**src/rtl/tcp_mac_filter_axis.sv**
```systemverilog
// Destination-MAC frame filter between the 10G MAC Rx stream and the input FIFO, with a 2-entry skid buffer and pass/drop counters.
// Optional build macro TCP_FILTER_MCAST_EN: also accept multicast frames and expose the MCastCnt counter.
module tcp_mac_filter_axis #(
  parameter int DATA_W = 64,
  parameter int N_ADDR = 4,
  parameter int CNT_W  = 32
) (
  input  logic                Clock,
  input  logic                Reset,
  input  logic [DATA_W-1:0]   InTData,
  input  logic [DATA_W/8-1:0] InTKeep,
  input  logic                InTLast,
  input  logic                InTValid,
  output logic                InTReady,
  output logic [DATA_W-1:0]   OutTData,
  output logic [DATA_W/8-1:0] OutTKeep,
  output logic                OutTLast,
  output logic                OutTValid,
  input  logic                OutTReady,
  input  logic [48*N_ADDR-1:0] OurMacAddr,
  input  logic [N_ADDR-1:0]   AddrEnable,
  input  logic                PromiscEn,
  input  logic                CntClear,
  output logic [CNT_W-1:0]    PassCnt,
  output logic [CNT_W-1:0]    DropCnt
`ifdef TCP_FILTER_MCAST_EN
  ,
  output logic [CNT_W-1:0]    MCastCnt
`endif
);

  localparam int KEEP_W = DATA_W / 8;
  localparam int BEAT_W = DATA_W + KEEP_W + 1;

  typedef enum logic [1:0] {SOF, PASS, DROP} state_t;

  state_t              state_q, state_d;
  logic [BEAT_W-1:0]   out_q, out_d;
  logic [BEAT_W-1:0]   skid_q, skid_d;
  logic [1:0]          count_q, count_d;
  logic                rdy_q;
  logic [CNT_W-1:0]    pass_cnt_q, pass_cnt_d;
  logic [CNT_W-1:0]    drop_cnt_q, drop_cnt_d;

  logic [47:0]         dest_mac;
  logic                table_hit, is_bcast, match, runt, pass_dec;
  logic                in_fire, sof_fire, push, pop;
  logic [BEAT_W-1:0]   in_beat;

  // Wire byte 0 sits in the low data byte but is the most significant MAC byte.
  always_comb begin
    dest_mac = '0;
    for (int k = 0; k < 6; k++) begin
      dest_mac[47-8*k -: 8] = InTData[8*k +: 8];
    end
  end

  always_comb begin
    table_hit = 1'b0;
    for (int i = 0; i < N_ADDR; i++) begin
      if (AddrEnable[i] && (OurMacAddr[48*i +: 48] == dest_mac)) begin
        table_hit = 1'b1;
      end
    end
  end

  assign is_bcast = (dest_mac == 48'hFFFF_FFFF_FFFF);
`ifdef TCP_FILTER_MCAST_EN
  logic is_mcast;
  assign is_mcast = dest_mac[40];
  assign match    = PromiscEn | is_bcast | table_hit | is_mcast;
`else
  assign match    = PromiscEn | is_bcast | table_hit;
`endif
  assign runt     = InTLast & (InTKeep[5:0] != 6'h3F);
  assign pass_dec = match & ~runt;

  // Dropped beats bypass storage, so DROP never back-pressures.
  assign InTReady = rdy_q & ((state_q == DROP) | (count_q != 2'd2));
  assign in_fire  = InTValid & InTReady;
  assign sof_fire = in_fire & (state_q == SOF);
  assign push     = in_fire & (((state_q == SOF) & pass_dec) | (state_q == PASS));
  assign pop      = (count_q != 2'd0) & OutTReady;
  assign in_beat  = {InTLast, InTKeep, InTData};

  always_comb begin
    state_d = state_q;
    if (in_fire) begin
      unique case (state_q)
        SOF:        if (!InTLast) state_d = pass_dec ? PASS : DROP;
        PASS, DROP: if (InTLast)  state_d = SOF;
        default:    state_d = SOF;
      endcase
    end
  end

  // out_q is the head of the 2-entry buffer and drives Out* directly.
  always_comb begin
    out_d   = out_q;
    skid_d  = skid_q;
    count_d = count_q;
    unique case (count_q)
      2'd0: if (push) begin
        out_d   = in_beat;
        count_d = 2'd1;
      end
      2'd1: begin
        if (push && pop) begin
          out_d = in_beat;
        end else if (push) begin
          skid_d  = in_beat;
          count_d = 2'd2;
        end else if (pop) begin
          count_d = 2'd0;
        end
      end
      2'd2: if (pop) begin
        out_d   = skid_q;
        count_d = 2'd1;
      end
      default: count_d = 2'd0;
    endcase
  end

  always_comb begin
    pass_cnt_d = pass_cnt_q;
    drop_cnt_d = drop_cnt_q;
    if (CntClear) begin
      pass_cnt_d = '0;
      drop_cnt_d = '0;
    end else if (sof_fire) begin
      if (pass_dec && (pass_cnt_q != '1)) pass_cnt_d = pass_cnt_q + CNT_W'(1);
      if (!pass_dec && (drop_cnt_q != '1)) drop_cnt_d = drop_cnt_q + CNT_W'(1);
    end
  end

  always_ff @(posedge Clock or negedge Reset) begin
    if (!Reset) begin
      state_q    <= SOF;
      out_q      <= '0;
      skid_q     <= '0;
      count_q    <= 2'd0;
      rdy_q      <= 1'b0;
      pass_cnt_q <= '0;
      drop_cnt_q <= '0;
    end else begin
      state_q    <= state_d;
      out_q      <= out_d;
      skid_q     <= skid_d;
      count_q    <= count_d;
      rdy_q      <= 1'b1;
      pass_cnt_q <= pass_cnt_d;
      drop_cnt_q <= drop_cnt_d;
    end
  end

`ifdef TCP_FILTER_MCAST_EN
  logic [CNT_W-1:0] mcast_cnt_q, mcast_cnt_d;

  always_comb begin
    mcast_cnt_d = mcast_cnt_q;
    if (CntClear) begin
      mcast_cnt_d = '0;
    end else if (sof_fire && pass_dec && is_mcast && !is_bcast && (mcast_cnt_q != '1)) begin
      mcast_cnt_d = mcast_cnt_q + CNT_W'(1);
    end
  end

  always_ff @(posedge Clock or negedge Reset) begin
    if (!Reset) mcast_cnt_q <= '0;
    else        mcast_cnt_q <= mcast_cnt_d;
  end

  assign MCastCnt = mcast_cnt_q;
`endif

  assign OutTValid = (count_q != 2'd0);
  assign OutTData  = out_q[DATA_W-1:0];
  assign OutTKeep  = out_q[DATA_W +: KEEP_W];
  assign OutTLast  = out_q[BEAT_W-1];
  assign PassCnt   = pass_cnt_q;
  assign DropCnt   = drop_cnt_q;

endmodule

```
**config.mk**
```make
export PLATFORM = sky130hd
export DESIGN_NAME = tcp_mac_filter_axis
export DESIGN_NICKNAME = d
export VERILOG_FILES = /design/src/rtl/tcp_mac_filter_axis.sv
export SDC_FILE = /design/constraint.sdc
export NUM_CORES = 1
export LEC_CHECK = 0
export BUFFER_PORTS_ARGS = -buffer_cell sky130_fd_sc_hd__buf_2
export CORE_ASPECT_RATIO = 0.8
export CORE_MARGIN = 1
export CORE_UTILIZATION = 44
export DETAILED_ROUTE_END_ITERATION = 7
export HOLD_SLACK_MARGIN = 0.08
export PLACE_DENSITY = 0.7
export SLEW_MARGIN = 20
export SYNTH_ARGS = -nofsm -noshare
export SYNTH_HDL_FRONTEND = slang
export SYNTH_SLANG_ARGS = --single-unit
```
**constraint.sdc**
```tcl
create_clock -name Clock -period 3.24 [get_ports Clock]
set_input_delay 0.972 -clock Clock [delete_from_list [all_inputs] [get_ports Clock]]
set_output_delay 0.972 -clock Clock [all_outputs]
set_load 0.05 [all_outputs]
```
Word-level counts from Yosys, hierarchy flattened
Cells that the tools add are included.
{"block": "totals", "word_cells": 89, "in_bits": 275, "register_bits": 215, "out_inout_bits": 139}
{"block": "op_classes", "eq_ne": 20, "bitwise": 14, "n_reduce_logical": 22, "mux": 24, "add_sub_neg": 2}
{"cell": "$mux 73", "count": 3}
{"cell": "$pmux 73 s3", "count": 1}
{"cell": "$eq 48x48->1", "count": 4}
{"cell": "$mux 32", "count": 6}
{"cell": "$add 32x1->32 const B", "count": 2}
{"cell": "$ne 32x32->1 const B", "count": 2}
{"cell": "$eq 48x48->1 const B", "count": 1}
{"cell": "$mux 2", "count": 8}
{"cell": "$ne 2x2->1 const B", "count": 7}
{"cell": "$and 1x1->1", "count": 8}
{"cell": "$reduce_and 4->1", "count": 2}
{"cell": "$reduce_bool 2->1", "count": 4}
{"cell": "$logic_and 1x1->1", "count": 7}
{"cell": "$ne 6x6->1 const B", "count": 1}
{"cell": "$pmux 2 s3", "count": 1}
{"cell": "$reduce_and 3->1", "count": 2}
{"cell": "$eq 2x1->1 const B", "count": 2}
{"cell": "$eq 2x2->1 const B", "count": 2}
{"cell": "$logic_not 2->1", "count": 2}
{"cell": "$mux 1", "count": 4}
{"cell": "$or 1x1->1", "count": 4}
{"cell": "$pmux 2 s2", "count": 1}
{"cell": "$reduce_and 2->1", "count": 2}
{"cell": "$ne 3x3->1 const B", "count": 1}
{"cell": "4 further kinds", "count": 5}

Depth between registers and ports, before layout
Gate-level depths: netlist of run 1.
{"block": "logic_depth", "ltp_word": 14, "ltp_mapped": 12, "depth_no_buf": 10}

Least setup slack after synthesis of run 1
OpenSTA, ideal clock, no wires.
{"block": "synth_path", "path_type": "input port to flip-flop", "from": "input port InTData[33]", "to": "register skid_q[0]", "t_arrival_ns": 3.473, "slack_ns": -0.358, "n_path_buf": 3, "cell_stages": 12, "cell_sequence": "buf_4 xor2_1 or4b_1 nor4_2 nand4_1 o31ai_4 o31ai_2 a21oi_1 and3_2 buf_12 buf_12 mux2_4"}
{"block": "synth_via", "elab_chain_len": 14, "elab_cells_between_ends": 22}
{"item": "start, declared", "line_no": "10", "source": "input logic [DATA_W-1:0] InTData,"}
{"item": "$eq 48x48->1", "line_no": "61", "source": "if (AddrEnable[i] && (OurMacAddr[48*i +: 48] == dest_mac)) begin"}
{"item": "$logic_and 1x1->1", "line_no": "61"}
{"item": "$mux 1 (4 in a row)", "line_no": "61"}
{"item": "$or 1x1->1 *", "line_no": "73", "source": "assign match = PromiscEn | is_bcast | table_hit;"}
{"item": "$and 1x1->1 *", "line_no": "76", "source": "assign pass_dec = match & ~runt;"}
{"item": "$and 1x1->1 *", "line_no": "82", "source": "assign push = in_fire & (((state_q == SOF) & pass_dec) | (state_q == PASS));"}
{"item": "$or 1x1->1 *", "line_no": "82"}
{"item": "$and 1x1->1 *", "line_no": "82"}
{"item": "$logic_and 1x1->1", "line_no": "108", "source": "if (push && pop) begin"}
{"item": "$not 1->1 (no line)"}
{"item": "$reduce_and 3->1 (no line) *"}
{"item": "end signal, assigned", "line_no": "149", "source": "skid_q <= skid_d;"}
{"item": "end, declared", "line_no": "39", "source": "logic [BEAT_W-1:0] skid_q, skid_d;"}
Every way passes the cells marked *; elsewhere a longest branch is shown, timed or not.
A chain may end at the register's enable or synchronous reset.

Worst setup path in the final report of run 1
{"block": "layout_path", "from": "input port InTData[7]", "to": "register skid_q[40]"}
The elaborated chain is that of the path after synthesis.

==> results.sh, run 1 <==
export IMPL_outcome="finished, violations left"
export IMPL_violations="negative setup slack"
export IMPL_numCtsBuffers=22
export IMPL_first_pass_iters=6
export IMPL_syn_area_mm2=0.0134
export IMPL_cts_root_buffer="clkbuf_16"
export IMPL_hold_viol_final=0
export IMPL_grt_overflow=0
export IMPL_initial_core_util_pct=45.3
export IMPL_clkSinkCount=215
export IMPL_grt_use_total_pct=36.8
export IMPL_routed_wirelength_mm=59.4
export IMPL_clkSlewWorstSetupHoldPaths_ps=60
export IMPL_insertion_delay_ps=510
export IMPL_endpoint_kind="flip-flop"
export IMPL_fin_crit_ps=3520
export IMPL_seqPwrFrac_pct=34.0
export IMPL_die_area_mm2=0.0313
export IMPL_hp_class="in2async"
export IMPL_wl_met3_mm=6.37
export IMPL_setup_viol=192
export IMPL_num_vias=13800
export IMPL_synthArstFlopShare_pct=100
export IMPL_switching_share_pct=40.6
export IMPL_fin_nets=2215
export IMPL_cts_tree="yes"
export IMPL_die_x_um=197
export IMPL_rsz0062_at_grt="true"
export IMPL_post_drt_wl_per_cell_um=25.1
export IMPL_cp_cell_sequence="buf_4 > xor2_2 > or4b_4 > nor4_4 > nand4_1 > o31ai_4 > o31ai_4 > a21oi_2 > and3_4 > buf_12 > bufbuf_16 > mux2_4"
export IMPL_r2r_setup_slack_ps=370
export IMPL_ios=414
export IMPL_place_congestion=1.06
export IMPL_cp_num_buf_inv=3
export IMPL_wl_met2_mm=26.0
export IMPL_nFillCells=2431
export IMPL_antenna_left=0
export IMPL_yosysSeqAreaShare_pct=40.0
export IMPL_rows=56
export IMPL_grt_max_degree=71
export IMPL_final_common_cell="buf_2"
export IMPL_slew_headroom_pct=51.8
export IMPL_first_global_vias=13300
export IMPL_hold_worst_slack_ps=422
export IMPL_switchingPower_uw=4980
export IMPL_port_buffers=413
export IMPL_cts_buffer_depth=3
export IMPL_synth_edf_count=0
export IMPL_period_share_pct=109
export IMPL_start_kind="input port"
export IMPL_drv_cap=0
export IMPL_top_layer="met5"
export IMPL_grt_pass1_wl_mm=84.6
export IMPL_arrival_ps=3910
export IMPL_layout_common_cells="buf_2, buf_4, dfrtp_1"
export IMPL_critPathMaxFanout=10
export IMPL_synth_nets=1602
export IMPL_p_int_uw=7270
export IMPL_cts_max_level=1
export IMPL_fp_dieH_um=158
export IMPL_crit_type="in2reg"
export IMPL_max_freq_ghz=0.284
export IMPL_drt_iter0_markers=1413
export IMPL_dp_hpwl_mm=44.9
export IMPL_tns_ps=-30440
export IMPL_ir_drop_v=0.000876
export IMPL_worstMarginPinSlew_ps=723
export IMPL_antenna_found_initial=7
export IMPL_layout_drive_gt1_share_pct=45.3
export IMPL_yosys_warnings=0
export IMPL_netlist_cell_type_count=73
export IMPL_powerDensity_mw_per_mm2=632
export IMPL_syn_inst=1322
export IMPL_cp_slowest_cell="or4b_4"
export IMPL_crit_family="simple AND/OR/NAND/NOR gates"
export IMPL_vias_per_cell=5.84
export IMPL_finalClockSkew_ps=8.28
export IMPL_met1_length_mm=25.7
export IMPL_area_growth_pct=44.1
export IMPL_slew_violations=0
export IMPL_synth_area_per_cell_um2=10.2
export IMPL_cp_required_ps=3630
export IMPL_core_area_mm2=0.0297
export IMPL_leakage_uw=0.00892
export IMPL_p_comb_share_pct=43.7
export IMPL_synth_seq_cells=215
export IMPL_layout_setup_ws_ps=-276
export IMPL_p_clk_share_pct=22.3
export IMPL_ys_flop_type="dfrtp_1"
export IMPL_path_common_cell="o31ai_4"
export IMPL_cp_slowest_stage_delay_ps=510
export IMPL_drc=0
area by class of cell:
| class | instances | area, um2 | share of cell area (%) |
|---|---|---|---|
| Multi-Input combinational cell | 983 | 7780 | 40.1 |
| Tap cell | 406 | 508 | 2.62 |
| Clock inverter | 5 | 78.8 | 0.407 |
| Sequential cell | 215 | 5380 | 27.8 |
| Inverter | 20 | 75.1 | 0.387 |
| Timing Repair Buffer | 693 | 4850 | 25.0 |
| Clock buffer | 35 | 701 | 3.62 |
| Antenna cell | 5 | 12.5 | 0.0646 |
power groups by stage:
stage	Combinational, uW	Clock (uW)	Sequential [uW]
global route	5560	2880	4240
detailed placement	4970	0	4140
finish	5350	2730	4170
global placement	4900	0	4140
CTS	5160	2770	4130
floorplan	1760	0	5580
worst paths after layout:
path                            start          end  cells after the start
max                        InTData[7]   skid_q[40]                     12
max reg2reg                PassCnt[3]  PassCnt[21]                     13
max in group asynchronous       Reset    out_q[38]                      2
min                             Reset    out_q[33]                      1
min reg2reg                 out_q[52]    out_q[52]                      1
min in group Clock          out_q[52]    out_q[52]                      1
timing repair:
item | 4_1_cts | 5_1_grt
setup endpoints to repair | 175 | 206
gates resized for setup | 47 | 68
pin swaps | 13 | 35
buffers inserted | 11 | 8
gates cloned | 11 | 10
hold buffers | 0 | 0
synth_stat cells, types with 3 or more instances:
cell / number / area, um2
dfrtp_1: 215 / 5380
xnor2_1: 114 / 998
nand4_1: 83 / 519
nand2_1: 81 / 304
o21a_1: 76 / 571
o22a_1: 73 / 639
mux2_4: 70 / 1050
clkbuf_1: 63 / 236
xor2_1: 61 / 534
nor2_1: 57 / 214
nor4_1: 42 / 263
nand3_1: 39 / 195
nand2b_1: 31 / 194
a21oi_1: 30 / 150
buf_2: 23 / 115
nor2b_1: 23 / 144
inv_1: 20 / 75.1
or3_1: 16 / 100
and3_1: 14 / 87.6
o21ai_0: 13 / 65.1
nor3_1: 12 / 60.1
o211ai_1: 12 / 90.1
buf_6: 10 / 113
mux2_2: 10 / 113
or4_1: 10 / 75.1
and4_1: 9 / 78.8
mux2_1: 9 / 101
o21ai_1: 9 / 45.0
or2_2: 9 / 56.3
buf_12: 8 / 160
o31ai_1: 8 / 60.1
a31o_2: 6 / 52.6
nor4b_1: 6 / 52.6
ha_1: 5 / 62.6
o22ai_1: 4 / 25.0
mux2i_1: 3 / 30.0
nand4b_1: 3 / 26.3
nor3b_1: 3 / 22.5
layer usage:
metal,vias up,GRT usage [%]
met2,734,55.6
met3,102,10.3
li1,6065,-
met4,4,8.45
met5,-,0
met1,6890,52.1
per-stage QoR:
stage	utilization, %	worst slack, ps	instance area (um2)	cells	total power [uW]
final	65.2	-276	19400	2362	12300
after global routing	65.2	-326	19400	2361	12700
after CTS	63.3	-185	18800	2341	12100
after detailed placement	58.7	-755	17400	2279	9120
after global placement	58.7	-725	17400	2279	9040
after floorplan	-	-293	13500	1322	7340
kinds of logic after synthesis:
kind of cell | Yosys count | share of synthesized area [%]
AND/OR/NAND/NOR | 454 | 18.8
AO/OA/AOI/OAI | 255 | 14.4
flip-flops | 215 | 40.0
XOR/XNOR | 175 | 11.4
buffers and inverters | 125 | 5.26
multiplexers | 92 | 9.63
adder cells (fa/ha/maj) | 5 | 0.465
other | 1 | 0.0279
registers in the layout (all words and copies together), names as in the netlist:
name     count
DropCnt     32
out_q       73
rdy_q        1
skid_q      73
state_q      2
count_q      2
PassCnt     32
No activity file was read; power rests on OpenSTA's default activity.
==> run 2, diff against run 1 <==
- CORE_ASPECT_RATIO: 0.8 -> 1.5
==> run 2 against run 1 <==
Compared with the run above:
- the flow still finishes with violations (negative setup slack)
- clock skew is 5.3 ps higher
- register-to-register slack hardly changed
- worst setup slack better by 170 ps
- non-clock buffer count is 22 lower
- critical endpoint is now skid_q[29]
- largest power group unchanged
- highest routed layer unchanged
==> results.sh, run 2 (same netlist as run 1, synthesis figures left out) <==
export IMPL_post_drt_wl_per_cell_um=24.3
export IMPL_place_area_mm2=0.0175
export IMPL_grt_use_total_pct=35.7
export IMPL_cts_buffer_depth=3
export IMPL_hp_class="in2async"
export IMPL_rows=78
export IMPL_cts_max_level=1
export IMPL_place_congestion=1.01
export IMPL_period_share_pct=103
export IMPL_finalClockSkew_ps=13.6
export IMPL_numCtsBuffers=22
export IMPL_grt_overflow=0
export IMPL_regToRegStartpoint="count_q[0]"
export IMPL_cts_root_buffer="clkbuf_16"
export IMPL_num_vias=13400
export IMPL_ios=414
export IMPL_stdcell_count=2331
export IMPL_fin_area_mm2=0.0194
export IMPL_layout_drive_gt1_share_pct=45.5
export IMPL_slew_violations=0
export IMPL_drc=0
export IMPL_first_pass_iters=5
export IMPL_ctsHoldBuffers=0
export IMPL_top_regs="out_q (73), skid_q (73)"
export IMPL_antenna_found_initial=6
export IMPL_setup_viol=74
export IMPL_fp_dieH_um=216
export IMPL_placed_cells=2263
export IMPL_ff2ff_path_depth=11
export IMPL_outcome="finished, violations left"
export IMPL_violations="negative setup slack"
export IMPL_start_kind="input port"
export IMPL_layout_setup_ws_ps=-107
export IMPL_dp_hpwl_mm=43.6
export IMPL_grt_use_met1_pct=41.0
export IMPL_slew_headroom_pct=57.0
export IMPL_rsz0062_at_grt="true"
export IMPL_cp_cell_sequence="buf_2 > buf_4 > xnor2_2 > nand2_1 > nor4b_2 > nand3_2 > nor4_4 > buf_4 > o31ai_4 > a21oi_2 > and3_4 > buf_6 > buf_6 > buf_12 > mux2_4"
export IMPL_routed_wirelength_mm=56.7
export IMPL_leakage_uw=0.00889
export IMPL_vias_per_cell=5.74
export IMPL_area_growth_pct=44.2
export IMPL_fin_nets=2192
export IMPL_core_area_mm2=0.0302
export IMPL_grt_max_degree=59
export IMPL_powerDensity_mw_per_mm2=625
export IMPL_first_global_vias=13500
export IMPL_layout_common_cells="buf_2, buf_4, dfrtp_1"
export IMPL_port_buffers=413
export IMPL_use_met3_pct=6.78
export IMPL_die_x_um=145
export IMPL_crit_type="in2reg"
export IMPL_endpoint_kind="flip-flop"
export IMPL_die_area_mm2=0.0313
export IMPL_top_usage_layer="met2"
export IMPL_clkSinkCount=215
export IMPL_ir_drop_v=0.000414
export IMPL_insertion_delay_ps=520
export IMPL_cts_tree="yes"
export IMPL_r2r_end="skid_q[29]"
export IMPL_cp_slowest_stage_delay_ps=340
export IMPL_cp_slowest_cell="nor4b_2"
export IMPL_final_common_cell="buf_2"
export IMPL_cp_required_ps=3630
export IMPL_critPathMaxFanout=5
export IMPL_drv_cap=0
export IMPL_arrival_ps=3740
export IMPL_worstMarginPinSlew_ps=639
export IMPL_grt_use_met2_pct=61.1
export IMPL_antenna_left=0
export IMPL_initial_core_util_pct=44.6
export IMPL_clkSlewWorstSetupHoldPaths_ps=60
export IMPL_drt_iter0_markers=848
export IMPL_r2r_setup_slack_ps=360
export IMPL_grt_pass1_wl_mm=81.5
export IMPL_fin_crit_ps=3350
export IMPL_max_freq_ghz=0.299
export IMPL_hold_viol_final=0
[run 2: cell types whose count changed in the layout (fill, tap and decap cells not counted), sizes merged]
cell	change
clkinvlp	+1
bufinv	+2
buf	-20
inv	-1
clkinv	+1
diode	-1
nand2	-1
clkbuf	-6
[run 2: repair_timing]
item | in CTS | in global routing
setup buffers | 8 | 9
gates cloned | 3 | 5
gates resized for setup | 71 | 61
setup endpoints to repair | 196 | 188
pin swaps | 13 | 21
[run 2: worst max path at each step]
stage | depth (start not counted) | to | slack, ps | startpoint
3_5_place_dp | 13 | skid_q[31] | -810 | InTData[13]
5_1_grt | 14 | skid_q[28] | -150 | InTData[37]
3_3_place_gp | 14 | skid_q[31] | -840 | InTData[12]
6_report | 15 | skid_q[29] | -110 | InTData[6]
4_1_cts | 14 | skid_q[22] | -30 | InTData[25]
2_1_floorplan | 12 | skid_q[0] | -290 | InTData[12]
[run 2: metal layers]
| layer | vias to the layer above | routed length [um] |
|---|---|---|
| li1 | 5989 | - |
| met1 | 6597 | 20800 |
| met2 | 646 | 28200 |
| met3 | 151 | 4130 |
| met4 | 4 | 3550 |
| met5 | - | 25 |
[run 2: metrics by stage]
step / setup TNS, ps / util (%) / total power, uW / hold slack (ps) / setup WS [ps]
4_1_cts: -370 / 62.5 / 12000 / 406 / -26.9
5_1_grt: -8290 / 64.3 / 12600 / 422 / -152
3_3_place_gp: -152640 / 58.0 / 9010 / 469 / -844
2_1_floorplan: -41120 / - / 7340 / 481 / -293
3_5_place_dp: -147860 / 58.0 / 9100 / 474 / -811
6_report: -5690 / 64.3 / 12100 / 396 / -107
[run 2: power breakdown]
group	switching (uW)	total, uW	leakage [uW]	internal [uW]
clock network	1090	2810	0.000395	1730
logic	3240	5220	0.00575	1980
registers	533	4070	0.00274	3540
total	4860	12100	0.00889	7250
[run 2: critical path, delay by kind of cell]
family                 cells  cell delay (ps)
AND/OR/NAND/NOR            5             1100
multiplexers               1              290
AO/OA/AOI/OAI              2              270
XOR/XNOR                   1              110
buffers and inverters      6              950
[run 2: cell type report]
cell class / count / area (um2)
fill: 2411 / 10800
multi-input combinational: 982 / 7960
sequential: 215 / 5380
timing repair buffer: 671 / 4660
clock buffer: 31 / 654
tap: 400 / 500
clock inverter: 8 / 154
inverter: 20 / 75.1
antenna: 4 / 10.0
==> run 3, diff against run 2 <==
- CELL_PAD_IN_SITES_DETAIL_PLACEMENT: unset -> 0
- CELL_PAD_IN_SITES_GLOBAL_PLACEMENT: unset -> 1
- CORE_UTILIZATION: 44 -> 25
- PLACE_DENSITY: 0.7 -> 0.56
- REMOVE_ABC_BUFFERS: unset -> 1
==> run 3 against run 2 <==
Compared with the run above:
- count of clock-buffer cells in the layout rose by 6
- the flow still finishes with violations (negative setup slack)
- wire length rose by 24%
- combinational power rose by 3%
- global-route usage fell by 12 points
- largest power group unchanged
- first-iteration DRC count fell by 32%
- die area rose by 75%
- sequential cell count did not move
- power rose by 4.9%
==> results.sh, run 3 (same netlist as run 1, synthesis figures left out) <==
export IMPL_outcome="finished, violations left"
export IMPL_violations="negative setup slack"
export IMPL_slew_headroom_pct=52.3
export IMPL_insertion_delay_ps=570
export IMPL_layout_setup_ws_ps=-211
export IMPL_routed_wirelength_mm=70.1
export IMPL_layout_common_cells="buf_2, buf_4, dfrtp_1"
export IMPL_cts_root_buffer="clkbuf_16"
export IMPL_endpoint_kind="flip-flop"
export IMPL_post_drt_wl_per_cell_um=26.4
export IMPL_setup_viol=168
export IMPL_antenna_found_initial=26
export IMPL_fin_crit_ps=3450
export IMPL_ios=414
export IMPL_core_area_mm2=0.0528
export IMPL_powerDensity_mw_per_mm2=632
export IMPL_rsz0062_at_grt="true"
export IMPL_die_x_um=191
export IMPL_vias_per_cell=5.08
export IMPL_top_regs="out_q (73), skid_q (73)"
export IMPL_period_share_pct=107
export IMPL_critPathMaxFanout=9
export IMPL_grt_use_total_pct=23.5
export IMPL_numCtsBuffers=27
export IMPL_rows=103
export IMPL_clkSinkCount=215
export IMPL_fin_nets=2229
export IMPL_ff_latch_area_mm2=0.00538
export IMPL_grt_max_degree=68
export IMPL_arrival_ps=3900
export IMPL_port_buffers=413
export IMPL_final_common_cell="buf_2"
export IMPL_cp_required_ps=3690
export IMPL_slew_violations=0
export IMPL_clkSlewWorstSetupHoldPaths_ps=70
export IMPL_start_kind="input port"
export IMPL_cts_tree="yes"
export IMPL_max_freq_ghz=0.290
export IMPL_nFillCells=5420
export IMPL_hold_worst_slack_ps=319
export IMPL_leakage_uw=0.00910
export IMPL_hp_class="in2async"
export IMPL_fin_util_pct=38.0
export IMPL_cts_buffer_depth=3
export IMPL_place_congestion=0.934
export IMPL_cts_max_level=1
export IMPL_dp_hpwl_mm=51.8
export IMPL_crit_type="in2reg"
export IMPL_ctsHoldBuffers=0
export IMPL_area_growth_pct=49.4
export IMPL_first_pass_iters=7
export IMPL_layout_drive_gt1_share_pct=45.4
export IMPL_worstMarginPinSlew_ps=716
export IMPL_drt_iter0_markers=576
export IMPL_num_vias=13500
export IMPL_drc=0
export IMPL_place_ws_ps=-864
export IMPL_grt_overflow=0
export IMPL_grt_pass1_wl_mm=93.2
export IMPL_ir_drop_v=0.000579
export IMPL_placed_cells=2567
export IMPL_multiInputGateArea_mm2=0.00781
export IMPL_drv_cap=0
export IMPL_initial_core_util_pct=25.4
export IMPL_die_area_mm2=0.0547
export IMPL_stdcell_count=2658
export IMPL_finalClockSkew_ps=18.8
export IMPL_hold_viol_final=0
export IMPL_fp_dieH_um=286
export IMPL_antenna_left=0
export IMPL_first_global_vias=13800
==> run 3: cell types whose count changed in the layout (fill, tap and decap cells not counted), sizes merged <==
cell      before  now
clkinvlp       1    2
buf          662  687
bufinv         4    3
a221o          1    3
clkinv         3    6
diode          4    8
nand2         82   83
clkbuf        39   50
bufbuf         1    0
==> run 3: metrics by stage <==
step	setup TNS [ps]	instance area, um2	total power [uW]
after floorplan	-217140	12800	7190
after global placement	-168050	18000	9050
after detailed placement	-154490	18000	9110
after CTS	0	19400	12500
after global routing	-39270	20100	13200
final	-24210	20100	12700
==> run 3: where the power goes <==
group	switching, uW	total (uW)	internal (uW)
logic	3290	5390	2100
clock network	1340	3220	1880
registers	557	4100	3540
==> run 3: worst max-delay path: stages <==
cell	delay (ps)
buf_8	100
xor2_4	170
or4b_4	550
nor4_4	270
nand4_1	190
o31ai_4	400
o31ai_4	100
buf_6	170
a221o_4	460
clkbuf_16	220
o22a_1	190
o21a_1	100
==> run 3: what timing repair did <==
item | CTS | global route
buffers inserted | 11 | 5
pin swaps | 4 | 51
resized for setup | 48 | 52
gates cloned | 3 | 23
setup endpoints to repair | 178 | 186
==> run 3: final timing paths <==
kind	from	endpoint	slack, ps	cells after the start
worst max register to register	count_q[0]	out_q[1]	270	10
worst min register to register	out_q[70]	out_q[70]	480	1
max in group asynchronous	Reset	PassCnt[11]	2140	2
worst min-delay path	Reset	out_q[16]	320	1
worst max-delay path	OurMacAddr[153]	out_q[1]	-210	12
min in group Clock	out_q[70]	out_q[70]	480	1
==> run 3: routing by layer <==
layer	wire length (um)	track usage, %	part of all wire (%)	vias to the layer above
met5	132	0	0.19	-
met4	4250	11.9	6.1	20
met3	4690	5.40	6.7	175
met2	34600	41.5	49	572
met1	26500	26.1	38	6620
li1	-	-	-	6107
==> run 3: final cells by class <==
cell class,instances,area share (%)
tap,682,4.25
antenna,8,0.0996
clock inverter,11,0.710
sequential,215,26.8
timing repair buffer,700,25.1
inverter,20,0.374
clock buffer,37,3.80
multi-input combinational,985,38.9
